<file path="config.mk">
export PLATFORM = sky130hd
export DESIGN_NAME = multicycle_ctrl_hs
export DESIGN_NICKNAME = d
export VERILOG_FILES = /design/src/rtl/mc_ctrl_pkg.sv /design/src/rtl/multicycle_ctrl_hs_wait_timer.sv /design/src/rtl/multicycle_ctrl_hs.sv
export SDC_FILE = /design/constraint.sdc
export NUM_CORES = 1
export LEC_CHECK = 0
export CAP_MARGIN = 20
export CORE_ASPECT_RATIO = 0.7
export CORE_MARGIN = 5
export CORE_UTILIZATION = 45
export CTS_CLUSTER_SIZE = 40
export DETAILED_ROUTE_END_ITERATION = 8
export GPL_TIMING_DRIVEN = 1
export PLACE_DENSITY = 0.81
export SLEW_MARGIN = 5
export SYNTH_ARGS = -nofsm -noshare
export SYNTH_HDL_FRONTEND = slang
export SYNTH_SLANG_ARGS = --single-unit
</file>
<file path="constraint.sdc">
create_clock -name clk -period 2.1 [get_ports clk]
set_clock_uncertainty 0.1 [all_clocks]
set_input_delay 0.42 -clock clk [delete_from_list [all_inputs] [get_ports clk]]
set_output_delay 0.42 -clock clk [all_outputs]
set_load 0.02 [all_outputs]
</file>
<file path="src/rtl/mc_ctrl_pkg.sv">
// Shared types for the multicycle control FSM: state encoding, control word and opcode map.
package mc_ctrl_pkg;

  typedef enum logic [3:0] {
    S_FETCH, S_DECODE, S_LDI, S_MVR, S_RTYPE, S_RTYPE_WB, S_FETCH2, S_LD_MEM,
    S_LDA, S_ALU_MEM, S_MEM_WB, S_STA, S_JMP, S_ILLEGAL, S_ERROR
  } state_t;

  typedef enum logic [1:0] {
    RF_SRC_NONE = 2'd0, RF_SRC_ALU = 2'd1, RF_SRC_REG1 = 2'd2, RF_SRC_TR = 2'd3
  } rf_src_t;

  typedef enum logic [1:0] {
    ALU_SRC_NONE = 2'd0, ALU_SRC_REG1 = 2'd1, ALU_SRC_TR = 2'd2
  } alu_src_t;

  localparam logic PC_SEL_INC   = 1'b0;
  localparam logic PC_SEL_JUMP  = 1'b1;
  localparam logic CZN_SRC_ALU  = 1'b0;
  localparam logic CZN_SRC_RF   = 1'b1;
  localparam logic ADDR_SEL_PC  = 1'b0;
  localparam logic ADDR_SEL_TR  = 1'b1;
  localparam logic ALU_OP_ADD   = 1'b0;
  localparam logic ALU_OP_AND   = 1'b1;

  // alu_op distinguishes the add/and flavours of the R-type and memory ALU instructions
  typedef struct packed {
    logic     ld_pc;
    logic     pc_sel;
    logic     ld_ir;
    logic     ld_di;
    logic     ld_tr;
    logic     ld_alu;
    logic     ld_czn;
    logic     czn_src;
    logic     rf_we;
    rf_src_t  rf_src;
    alu_src_t alu_src;
    logic     alu_op;
    logic     mem_addr_sel;
    logic     mem_rd;
    logic     mem_wr;
  } ctrl_t;

  localparam logic [2:0] OP3_LDI = 3'b000;
  localparam logic [2:0] OP3_LDA = 3'b001;
  localparam logic [2:0] OP3_STA = 3'b010;
  localparam logic [2:0] OP3_ADA = 3'b011;
  localparam logic [2:0] OP3_ANA = 3'b100;
  localparam logic [2:0] OP3_JMP = 3'b101;
  localparam logic [3:0] OP4_MVR = 4'b1100;
  localparam logic [3:0] OP4_ADR = 4'b1101;
  localparam logic [3:0] OP4_ANR = 4'b1110;
  localparam logic [3:0] OP4_ILL = 4'b1111;

endpackage

</file>
<file path="src/rtl/multicycle_ctrl_hs_wait_timer.sv">
// Consecutive memory wait-cycle counter; timeout is high once WAIT_MAX waits have accumulated.
// Saturates at the limit so the count cannot wrap while the FSM moves to ERROR.
module mc_wait_timer #(
  parameter int WAIT_MAX = 15
) (
  input  logic clk,
  input  logic rst,
  input  logic en,
  input  logic clr,
  output logic timeout
);

  localparam int WCNT_W = $clog2(WAIT_MAX + 1);

  logic [WCNT_W-1:0] cnt_q, cnt_d;

  assign timeout = (cnt_q == WCNT_W'(WAIT_MAX));

  always_comb begin
    cnt_d = cnt_q;
    if (clr) begin
      cnt_d = '0;
    end else if (en && !timeout) begin
      cnt_d = cnt_q + 1'b1;
    end
  end

  always_ff @(posedge clk or posedge rst) begin
    if (rst) begin
      cnt_q <= '0;
    end else begin
      cnt_q <= cnt_d;
    end
  end

endmodule

</file>
<file path="src/rtl/multicycle_ctrl_hs.sv">
// Multicycle CPU control FSM with memory req/ready handshake, wait timeout and sticky error.
// Optional CTRL_SINGLE_STEP_EN adds step_mode/step ports to park FETCH between instructions.
module multicycle_ctrl_hs
  import mc_ctrl_pkg::*;
#(
  parameter int INSTR_W  = 4,
  parameter int WAIT_MAX = 15
) (
  input  logic               clk,
  input  logic               rst,
  input  logic [INSTR_W-1:0] instr,
  input  logic               jump_cond,
  input  logic               mem_ready,
`ifdef CTRL_SINGLE_STEP_EN
  input  logic               step_mode,
  input  logic               step,
`endif
  output ctrl_t              ctrl,
  output state_t             state,
  output logic               instr_done,
  output logic               illegal_op,
  output logic               err
);

  state_t     state_q, state_d;
  ctrl_t      ctrl_d;
  logic       alu_op_q, alu_op_d;
  logic       done_d;
  logic       wait_cyc;
  logic       timeout;
  logic       parked;
  logic [3:0] op;

  assign op = instr[INSTR_W-1 -: 4];

`ifdef CTRL_SINGLE_STEP_EN
  logic run_q, run_d;

  assign parked = step_mode && !run_q;

  // A step pulse only arms while parked; the armed flag drops when the instruction finishes.
  always_comb begin
    run_d = run_q;
    if (state_q == S_FETCH && parked && step) run_d = 1'b1;
    if (done_d) run_d = 1'b0;
  end

  always_ff @(posedge clk or posedge rst) begin
    if (rst) run_q <= 1'b0;
    else     run_q <= run_d;
  end
`else
  assign parked = 1'b0;
`endif

  always_comb begin
    state_d  = state_q;
    ctrl_d   = '0;
    done_d   = 1'b0;
    alu_op_d = alu_op_q;
    wait_cyc = 1'b0;
    case (state_q)
      S_FETCH: begin
        if (!parked) begin
          ctrl_d.mem_rd       = 1'b1;
          ctrl_d.mem_addr_sel = ADDR_SEL_PC;
          if (mem_ready) begin
            ctrl_d.ld_ir  = 1'b1;
            ctrl_d.ld_pc  = 1'b1;
            ctrl_d.pc_sel = PC_SEL_INC;
            state_d       = S_DECODE;
          end else begin
            wait_cyc = 1'b1;
          end
        end
      end
      S_DECODE: begin
        if (op == OP4_ILL) begin
          state_d = S_ILLEGAL;
        end else if (op == OP4_MVR) begin
          state_d = S_MVR;
        end else if (op == OP4_ADR || op == OP4_ANR) begin
          state_d  = S_RTYPE;
          alu_op_d = (op == OP4_ANR) ? ALU_OP_AND : ALU_OP_ADD;
        end else if (op[3:1] == OP3_LDI) begin
          state_d = S_LDI;
        end else begin
          state_d = S_FETCH2;
        end
      end
      S_LDI: begin
        ctrl_d.ld_di = 1'b1;
        done_d       = 1'b1;
        state_d      = S_FETCH;
      end
      S_MVR: begin
        ctrl_d.rf_we   = 1'b1;
        ctrl_d.rf_src  = RF_SRC_REG1;
        ctrl_d.ld_czn  = 1'b1;
        ctrl_d.czn_src = CZN_SRC_ALU;
        done_d         = 1'b1;
        state_d        = S_FETCH;
      end
      S_RTYPE: begin
        ctrl_d.ld_alu  = 1'b1;
        ctrl_d.alu_src = ALU_SRC_REG1;
        ctrl_d.alu_op  = alu_op_q;
        ctrl_d.ld_czn  = 1'b1;
        ctrl_d.czn_src = CZN_SRC_ALU;
        state_d        = S_RTYPE_WB;
      end
      S_RTYPE_WB, S_MEM_WB: begin
        ctrl_d.rf_we  = 1'b1;
        ctrl_d.rf_src = RF_SRC_ALU;
        done_d        = 1'b1;
        state_d       = S_FETCH;
      end
      S_FETCH2: begin
        ctrl_d.mem_rd       = 1'b1;
        ctrl_d.mem_addr_sel = ADDR_SEL_PC;
        if (mem_ready) begin
          ctrl_d.ld_tr  = 1'b1;
          ctrl_d.ld_pc  = 1'b1;
          ctrl_d.pc_sel = PC_SEL_INC;
          case (op[3:1])
            OP3_LDA, OP3_ADA, OP3_ANA: state_d = S_LD_MEM;
            OP3_STA:                   state_d = S_STA;
            OP3_JMP:                   state_d = S_JMP;
            default:                   state_d = S_ILLEGAL;
          endcase
        end else begin
          wait_cyc = 1'b1;
        end
      end
      S_LD_MEM: begin
        ctrl_d.mem_rd       = 1'b1;
        ctrl_d.mem_addr_sel = ADDR_SEL_TR;
        if (mem_ready) begin
          ctrl_d.ld_tr = 1'b1;
          if (op[3:1] == OP3_LDA) begin
            state_d = S_LDA;
          end else begin
            state_d  = S_ALU_MEM;
            alu_op_d = (op[3:1] == OP3_ANA) ? ALU_OP_AND : ALU_OP_ADD;
          end
        end else begin
          wait_cyc = 1'b1;
        end
      end
      S_LDA: begin
        ctrl_d.rf_we   = 1'b1;
        ctrl_d.rf_src  = RF_SRC_TR;
        ctrl_d.ld_czn  = 1'b1;
        ctrl_d.czn_src = CZN_SRC_RF;
        done_d         = 1'b1;
        state_d        = S_FETCH;
      end
      S_ALU_MEM: begin
        ctrl_d.ld_alu  = 1'b1;
        ctrl_d.alu_src = ALU_SRC_TR;
        ctrl_d.alu_op  = alu_op_q;
        ctrl_d.ld_czn  = 1'b1;
        ctrl_d.czn_src = CZN_SRC_ALU;
        state_d        = S_MEM_WB;
      end
      S_STA: begin
        ctrl_d.mem_wr       = 1'b1;
        ctrl_d.mem_addr_sel = ADDR_SEL_TR;
        if (mem_ready) begin
          done_d  = 1'b1;
          state_d = S_FETCH;
        end else begin
          wait_cyc = 1'b1;
        end
      end
      S_JMP: begin
        ctrl_d.ld_pc  = jump_cond;
        ctrl_d.pc_sel = jump_cond ? PC_SEL_JUMP : PC_SEL_INC;
        done_d        = 1'b1;
        state_d       = S_FETCH;
      end
      S_ILLEGAL: begin
        done_d  = 1'b1;
        state_d = S_FETCH;
      end
      S_ERROR: begin
        state_d = S_ERROR;
      end
      default: begin
        state_d = S_FETCH;
      end
    endcase
    // A ready arriving on the limit cycle is not a wait cycle, so it advances normally.
    if (wait_cyc && timeout) state_d = S_ERROR;
  end

  mc_wait_timer #(.WAIT_MAX(WAIT_MAX)) u_wait_timer (
    .clk     (clk),
    .rst     (rst),
    .en      (wait_cyc),
    .clr     (!wait_cyc),
    .timeout (timeout)
  );

  always_ff @(posedge clk or posedge rst) begin
    if (rst) begin
      state_q  <= S_FETCH;
      alu_op_q <= ALU_OP_ADD;
    end else begin
      state_q  <= state_d;
      alu_op_q <= alu_op_d;
    end
  end

  // Control word is forced quiet while reset is held so no fetch request leaks out.
  assign ctrl       = rst ? '0 : ctrl_d;
  assign state      = state_q;
  assign instr_done = done_d;
  assign illegal_op = (state_q == S_ILLEGAL);
  assign err        = (state_q == S_ERROR);

endmodule

</file>
==> metrics <==
status=complete, but fails checks; failing checks=setup timing; DP Area=roughly 1600 um^2; sequential share of power=between 10% and 20%; syn nets=154; Primary FF master, synth=dfrtp_1; Sw Ratio=a little under half; GRT Util Overall=20.5%; first-pass GRT wire length=between 5000 and 6000 um; post-synth top area share=20.4%; drt wl/cell=between 15 and 20 um; H-tree depth=1; Worst setup EP type=output port; f_max=between 400 and 500 MHz; Crit path required time=around 1.6 ns; Ports=32; Synth area leader=dfrtp_1; Yosys reg bits=9; Final nets=219; Die X-Extent=69.2 um; DRT Pass-1 Iters=4; post-route setup slack=-0.0560 ns; TritonCTS Buffers=3; # rows=15; arrival time at the worst endpoint=roughly 1.6 ns; async set or reset register ratio after synthesis=100%; fin crit share=103%; root buf cell=clkbuf_4; Util after Layout=between 70% and 80%; cell total after placement=between 200 and 250; vias per cell=5.73; Rel. slew slack=between 70% and 80%; Core ar.=roughly 2400 um^2; fill count=192; layout cells sized above 1=44.5%; VDD IR max=around 0.34 mV; EDFF count, synth=0; RePlAce Congestion=between 0.8 and 0.9; Area Growth Syn to Fin=59.1%; GRT overflow=0; setup TNS=-0.138 ns; number of distinct library cells after synthesis=between 50 and 60; Die Ht=51.4 um; DP Wirelength=between 2000 and 3000 um; vias in the first global route=between 1000 and 1500; CP Launch Type=flop; CP Max Fanout=6; syn avg cell area=around 7.6 um^2; CTS clk-pin slew, worst paths=~0.07 ns; DR iter-0 viols=83; Finished Layout Cells=roughly 240; CTS max path bufs=2; Hold Slack=0.388 ns; Syn Inst Count=~150; HP Class=in -> async; Lkg Pwr=~0.82 nW; initial core utilization=a little under half; minimum period implied by the final worst setup slack=2.16 ns; unrepaired setup endpoints after global routing=true; # diodes=0; clock sink count=9; kind of critical path=reg -> out; final hold violations=0; Total Routed Length=slightly below 4000 um; YS warnings=0; IO Port Bufs=31; initial antenna violation count=0; CTS tree=done; measured slew at the worst slew-check pin=a little over 0.4 ns; Clk pwr share=between 8 and 9%; max-slew violations=0; Routed Antenna Nets=0; internal power=slightly below 0.9 mW; synth top area cells=dfrtp_1, nor2_1, a21oi_1; Die ar.=3560 um^2; largest net degree at the start of global routing=18; Residual DRC=0; final setup fails=5; post-route total power=approximately 1.6 mW; power per cell area=slightly above 900 nW/um^2; Worst-Skew Late Latency=around 0.27 ns; Mapped Area=roughly 1100 um^2; NetSw=0.760 mW; design area=about 1800 um^2; overall via count from detail_route=~1400; register area share after synthesis=between 20% and 30%; Logic pwr share=between 70% and 80%; pre-CTS WS=-0.487 ns; Max-Cap Viols=0
-- path summary, 6_finish.rpt --
| path | slack [ns] | end | startpoint | cells past startpoint |
|---|---|---|---|---|
| worst max-delay path | -0.06 | ctrl[2] | state[3]$_DFFE_PP0P_ | 6 |
| worst min-delay path | 0.39 | u_wait_timer.cnt_q[0]$_DFFE_PP0P_ | rst | 3 |
| worst max register to register | 0.10 | alu_op_q$_DFFE_PP0P_ | state[3]$_DFFE_PP0P_ | 8 |
| worst min register to register | 0.48 | alu_op_q$_DFFE_PP0P_ | alu_op_q$_DFFE_PP0P_ | 2 |
| max in group asynchronous | 1.22 | state[0]$_DFFE_PP0P_ | rst | 3 |
| min in group clk | 0.48 | alu_op_q$_DFFE_PP0P_ | alu_op_q$_DFFE_PP0P_ | 2 |
-- timing repair --
action                     4_1_cts  5_1_grt
setup buffers                    2        9
pin swaps                        2        7
setup endpoints to repair       20       21
gates resized for setup         59       52
hold buffers                     0        0
-- critical path: stages, from the launching register on --
cell,delay (ns)
dfrtp_2,0.47
buf_6,0.15
buf_8,0.12
xor2_1,0.18
nand3_1,0.14
nor2_1,0.14
buf_4,0.16
-- cell usage after synthesis (all sizes together), types with 4 or more instances --
cell	number
buf	11
dfrtp	9
o22ai	4
nand2	6
nor2b	6
o21ai	5
a21oi	10
nand3	4
nand2b	5
nor2	20
and3	4
nor3	7
and3b	4
inv	5
-- cell type report --
cell class	instances	area, um^2	area share [%]
tap	34	42.5	2.42
clock inverter	1	5.00	0.285
timing repair buffer	74	582	33.1
sequential	9	230	13.1
clock buffer	3	22.5	1.28
multi-input combinational	117	855	48.7
inverter	5	18.8	1.07
-- state kept, by name (all words and copies together) (netlist names) --
name / count
alu_op_q: 1
state: 4
u_wait_timer.cnt_q: 4
-- layer usage --
layer	vias to the layer above	share of wire [%]	GRT usage, %
met1	673	43	24.8
met5	-	0	0
met4	0	0.52	7.14
met3	2	5.2	3.93
li1	656	-	-
met2	62	51	36.6
-- logic make-up (layout without fill, tap and decap cells) --
| logic type | count (synthesis) | in the layout | share of synthesized area (%) |
|---|---|---|---|
| compound gates | 39 | 39 | 24.4 |
| xor+xnor | 4 | 4 | 3.18 |
| fa+ha+maj | 1 | 1 | 1.13 |
| buf+inv | 19 | 83 | 9.64 |
| flops | 9 | 9 | 20.4 |
| mux | 1 | 1 | 0.907 |
| simple gates | 72 | 72 | 40.4 |
-- power groups by stage --
stage	clock network [mW]	registers (mW)	logic (mW)
6_report	0.139	0.303	1.19
5_1_grt	0.153	0.310	1.27
4_1_cts	0.135	0.286	1.05
3_5_place_dp	0	0.288	1.05
3_3_place_gp	0	0.282	1.02
2_1_floorplan	0	0.293	0.638
-- cells in the final DEF, fill, tap and decap left out, types with 2 or more instances in the layout --
| cell type | n |
|---|---|
| and3b_1 | 4 |
| clkdlybuf4s50_1 | 9 |
| dfrtp_1 | 5 |
| o21ai_0 | 3 |
| o21ai_1 | 2 |
| clkbuf_4 | 3 |
| nor2b_1 | 5 |
| nor2_1 | 18 |
| clkbuf_2 | 8 |
| o31ai_1 | 2 |
| a21oi_2 | 3 |
| nand4_1 | 2 |
| a31oi_1 | 3 |
| xor2_1 | 2 |
| inv_1 | 5 |
| dfrtp_2 | 4 |
| nor3_1 | 2 |
| buf_6 | 4 |
| nor3b_1 | 2 |
| nor2_4 | 2 |
| nor4b_4 | 2 |
| and3_1 | 4 |
| nor3_2 | 4 |
| xnor2_1 | 2 |
| nor4_1 | 2 |
| buf_2 | 2 |
| a21oi_1 | 7 |
| nand2b_1 | 4 |
| nand3_1 | 4 |
| nand2_1 | 5 |
| buf_4 | 48 |
| o22ai_1 | 4 |
No activity file was read; power rests on OpenSTA's default activity.
